File: src/rtl/uart_tx_arbiter.sv
// rtl/uart_tx_arbiter.sv - round-robin framing arbiter in front of the shared serial transmitter
module uart_tx_arbiter #(
    parameter int BUSY_WAIT = 4
) (
    input  logic        clk,
    input  logic        rst_n,
    input  logic        disk_req,
    input  logic [7:0]  disk_cmd,
    input  logic [15:0] disk_sect,
    input  logic        dbg_req,
    input  logic [31:0] dbg_pc,
    input  logic [31:0] dbg_ir,
    input  logic        tx_busy,
    output logic        tx_start,
    output logic [7:0]  tx_data,
    output logic        disk_done,
    output logic        dbg_done,
    output logic        active,
    output logic        owner
);

    localparam int WW = (BUSY_WAIT > 1) ? $clog2(BUSY_WAIT) : 1;

    typedef enum logic [2:0] {
        S_IDLE,
        S_LOAD,
        S_WAIT_HI,
        S_WAIT_LO,
        S_DONE
    } state_t;

    state_t        state_q;
    logic [71:0]   frame_q;
    logic [3:0]    count_q;
    logic [WW-1:0] wait_q;
    logic          tx_start_q;
    logic [7:0]    tx_data_q;
    logic          disk_done_q;
    logic          dbg_done_q;
    logic          active_q;
    logic          owner_q;
    logic          grant_dbg_d;

    // On a tie the requester that did not own the last frame wins.
    always_comb begin
        grant_dbg_d = dbg_req && (!disk_req || !owner_q);
    end

    always_ff @(posedge clk or negedge rst_n) begin
        if (!rst_n) begin
            state_q     <= S_IDLE;
            frame_q     <= '0;
            count_q     <= '0;
            wait_q      <= '0;
            tx_start_q  <= 1'b0;
            tx_data_q   <= '0;
            disk_done_q <= 1'b0;
            dbg_done_q  <= 1'b0;
            active_q    <= 1'b0;
            owner_q     <= 1'b1;
        end else begin
            tx_start_q  <= 1'b0;
            disk_done_q <= 1'b0;
            dbg_done_q  <= 1'b0;
            case (state_q)
                S_IDLE: begin
                    if (!tx_busy && (disk_req || dbg_req)) begin
                        owner_q  <= grant_dbg_d;
                        frame_q  <= grant_dbg_d ? {dbg_ir, dbg_pc, 8'h03}
                                                : {48'd0, disk_sect, disk_cmd};
                        count_q  <= grant_dbg_d ? 4'd9 : 4'd3;
                        active_q <= 1'b1;
                        state_q  <= S_LOAD;
                    end
                end
                S_LOAD: begin
                    tx_start_q <= 1'b1;
                    tx_data_q  <= frame_q[7:0];
                    wait_q     <= '0;
                    state_q    <= S_WAIT_HI;
                end
                S_WAIT_HI: begin
                    // A transmitter that never raises busy is assumed to have taken the byte.
                    if (tx_busy || (wait_q == WW'(BUSY_WAIT - 1))) begin
                        state_q <= S_WAIT_LO;
                    end else begin
                        wait_q <= wait_q + WW'(1);
                    end
                end
                S_WAIT_LO: begin
                    if (!tx_busy) begin
                        count_q <= count_q - 4'd1;
                        if (count_q == 4'd1) begin
                            state_q <= S_DONE;
                        end else begin
                            frame_q <= frame_q >> 8;
                            state_q <= S_LOAD;
                        end
                    end
                end
                S_DONE: begin
                    disk_done_q <= !owner_q;
                    dbg_done_q  <= owner_q;
                    active_q    <= 1'b0;
                    state_q     <= S_IDLE;
                end
                default: begin
                    state_q  <= S_IDLE;
                    active_q <= 1'b0;
                end
            endcase
        end
    end

    assign tx_start  = tx_start_q;
    assign tx_data   = tx_data_q;
    assign disk_done = disk_done_q;
    assign dbg_done  = dbg_done_q;
    assign active    = active_q;
    assign owner     = owner_q;

endmodule
File: config.mk
export PLATFORM = sky130hd
export DESIGN_NAME = uart_tx_arbiter
export DESIGN_NICKNAME = d
export VERILOG_FILES = /design/src/rtl/uart_tx_arbiter.sv
export SDC_FILE = /design/constraint.sdc
export NUM_CORES = 1
export LEC_CHECK = 0
export ABC_AREA = 1
export CAP_MARGIN = 10
export CORE_AREA = 3 3 115 89
export CTS_CLUSTER_DIAMETER = 100
export DETAILED_ROUTE_END_ITERATION = 8
export DIE_AREA = 0 0 118 92
export HOLD_SLACK_MARGIN = 0.12
export PLACE_DENSITY = 0.84
export SETUP_SLACK_MARGIN = 0.15
export SLEW_MARGIN = 10
export SYNTH_ARGS = -nofsm -noshare
export SYNTH_HDL_FRONTEND = slang
export SYNTH_SLANG_ARGS = --single-unit
File: constraint.sdc
create_clock -name clk -period 3.7 [get_ports clk]
set_input_delay 0.37 -clock clk [delete_from_list [all_inputs] [get_ports clk]]
set_output_delay 0.37 -clock clk [all_outputs]
set_load 0.1 [all_outputs]
==> metrics <==
Leakage Power=3.18 nW; Distinct cells, synth=22; vias per cell=5.54; half-perimeter wire length after placement=8960 microns; drt total wl=13400 microns; CP Data Required Time=3.93 ns; mux cell area share after synthesis=0; DR iter-0 viols=644; largest net degree at the start of global routing=88; Tcrit/Tclk final=0.686; post-route insts no fill=916; slowest CP cell=nand3_2; first-pass GRT wire length=22700 microns; Clk pwr share=0.188; crit path cell chain=nand2_1, nor2_4, nand2_1, nand2_2, nand3_2, buf_4, nand2_1, nand2_1; fill count=approximately 740; Post-Synthesis Cells=approximately 710; Synth Area in Simple Gates=0.411; unrepaired setup endpoints after global routing=false; status=completed; GRT Residual Overflow=0; largest family of logic cells by synthesized area=simple AND/OR/NAND/NOR gates; r2r startpoint=state_q[0]; cts repair resizes=0; Mapped Nets=801; total number of vias=5073; routability congestion estimate=0.859; core area=0.00912 sq mm; I/O pin count=about 110; CTS clk-pin slew, worst paths=0.07 ns; worst slack at placement=a little over 0.8 ns; CP endpoint kind=flop; Sequential Power Share=0.322; Detail Route Antenna Nets=0; register area share after synthesis=0.470; initial antenna violation count=0; total power=5.18 mW; relative slew slack=0.331; pwr dens=810 mW/mm^2; Setup Crit Path Kind=reg -> reg; cell total after placement=900; f_max=394 MHz; Hold Path Class=in -> async; Nets=roughly 880; area of the multi-input gates=0.00236 sq mm; Comb power frac=0.491; final core utilization=0.701; Slowest Stage Delay on Critical Path=0.57 ns; TritonCTS clock tree=built; Syn. warnings=0; most frequent CP cell=nand2_1; Register-to-Register Path Depth=8; post-CTS setup buffers=0; row count=30; XOR/XNOR Fraction of Synth Area=0; Critical Path Source Type=flop; root buffer cell=clkbuf_16; Die H=around 92 microns; drt pass-1 iters=5; # clock sinks=94; Max Slew Vio Count=0; synthesis-stage register bit count=94; # H-tree levels=3; number of global-route vias before repair=between 4000 and 5000; switching share of power=0.480; CP Max Fanout=36; n_diodes=0; Adder-Cell Fraction of Synth Area=0.00749; Arr. time, crit path=around 2.8 ns; Clock Skew=about 0.0077 ns; CTS buffer count=9; Synth Area in Compound Gates=0.0504; Cell Int Power=around 2.7 mW; Post-Syn Area=0.00501 sq mm; Remaining DRCs=0; overall global routing resource usage=0.252; Final min period=2.54 ns; CTS Buffer Depth=2; PortBufs=105; WHS=0.113 ns; setup TNS=0 ns; # hold bufs at CTS=0; PnR worst setup slack=between 1 and 1.5 ns; Placed Area=approximately 0.0061 sq mm; P_sw=2.48 mW; Wirelength per Cell=between 10 and 15 microns; final hold viol count=0; Least-Margin Pin Slew=1.00 ns; Die Wd=between 100 and 150 microns; Finished Cell Area=0.00639 sq mm; share of cells above drive strength 1=0.0470; syn avg cell area=7.11 sq um; Layout area overhead=27.6%; Worst R2R Setup Slack=1.16 ns; Die ar.=~0.011 sq mm; peak supply drop=0.489 mV; Setup-failing EPs final=0; Register Area=0.00235 sq mm; worst skew pair latency=0.34 ns; Initial Util=0.549; worst r2r dst=frame_q[15]; maxcap violations=0
[cell usage in the layout, fill, tap and decap left out, drive strengths merged]
master / Yosys / final
a21oi: 1 / 1
buf: 25 / 11
bufinv: 0 / 1
clkbuf: 23 / 9
clkdlybuf4s50: 0 / 104
clkinv: 2 / 2
clkinvlp: 0 / 2
dfrtp: 93 / 93
dfstp: 1 / 1
ha: 3 / 3
inv: 21 / 25
nand2: 298 / 298
nand3: 163 / 163
nor2: 24 / 24
nor3: 1 / 1
o211ai: 1 / 1
o21ai: 48 / 48
or2: 1 / 1
[registers in the layout, indices dropped and copies added, names as in the netlist]
register	flops
frame_q	72
tx_data	8
count_q	4
state_q	3
wait_q	2
active	1
dbg_done	1
disk_done	1
owner	1
tx_start	1
[worst max path at each step]
stage               slack, ns     endpoint  depth (start not counted)  startpoint
floorplan                1.68  frame_q[17]                          8       owner
global placement         0.99  frame_q[69]                          9     dbg_req
detailed placement       0.82  frame_q[69]                          9     dbg_req
CTS                      1.19  frame_q[15]                          8  state_q[0]
global route             0.95   frame_q[5]                          8  state_q[0]
finish                   1.16  frame_q[15]                          8  state_q[0]
[metal layers]
metal | track usage | up-vias | share of wire
li1 | - | 2432 | -
met3 | 0.0586 | 28 | 0.088
met2 | 0.402 | 246 | 0.46
met1 | 0.350 | 2367 | 0.44
met4 | 0.0615 | 0 | 0.017
met5 | 0 | - | 0
[Yosys cell counts]
cell      count  share of area
a21oi_1       1         0.0010
buf_1         2         0.0015
buf_2        18          0.018
buf_4         5         0.0075
clkbuf_1     23          0.017
clkinv_1      2         0.0015
dfrtp_1      93           0.46
dfstp_2       1         0.0052
ha_1          3         0.0075
inv_1        19          0.014
inv_2         2         0.0015
nand2_1     298           0.22
nand3_1     161           0.16
nand3_2       2         0.0040
nor2_1       21          0.016
nor2_2        2         0.0025
nor2_4        1         0.0022
nor3_1        1         0.0010
o211ai_1      1         0.0015
o21ai_0      43          0.043
o21ai_1       5         0.0050
or2_2         1         0.0012
[power by group through the flow]
| stage | logic [mW] | registers [mW] | clock network [mW] |
|---|---|---|---|
| after floorplan | 1.64 | 1.95 | 0 |
| after global placement | 2.42 | 1.66 | 0 |
| after detailed placement | 2.53 | 1.67 | 0 |
| after global routing | 2.84 | 1.70 | 1.03 |
| after CTS | 2.54 | 1.66 | 0.981 |
| final | 2.54 | 1.66 | 0.972 |
[cell families after synthesis]
kind of cell	count (synthesis)
adder cells (fa/ha/maj)	3
buffers and inverters	71
AND/OR/NAND/NOR	487
flip-flops	94
AO/OA/AOI/OAI	50
[worst max-delay path: cells and delay by family, from the launching register on]
family / cells / cell delay (ns)
and+or+nand+nor: 7 / 1.49
buffers and inverters: 1 / 0.48
DFF: 1 / 0.44
[area by class of cell]
cell class	count	share of cell area
Clock buffer	9	0.0352
Clock inverter	7	0.0137
Inverter	23	0.0135
Multi-Input combinational cell	540	0.369
Sequential cell	94	0.368
Tap cell	128	0.0251
Timing Repair Buffer	115	0.176
Power figures use the tool's default switching activity.
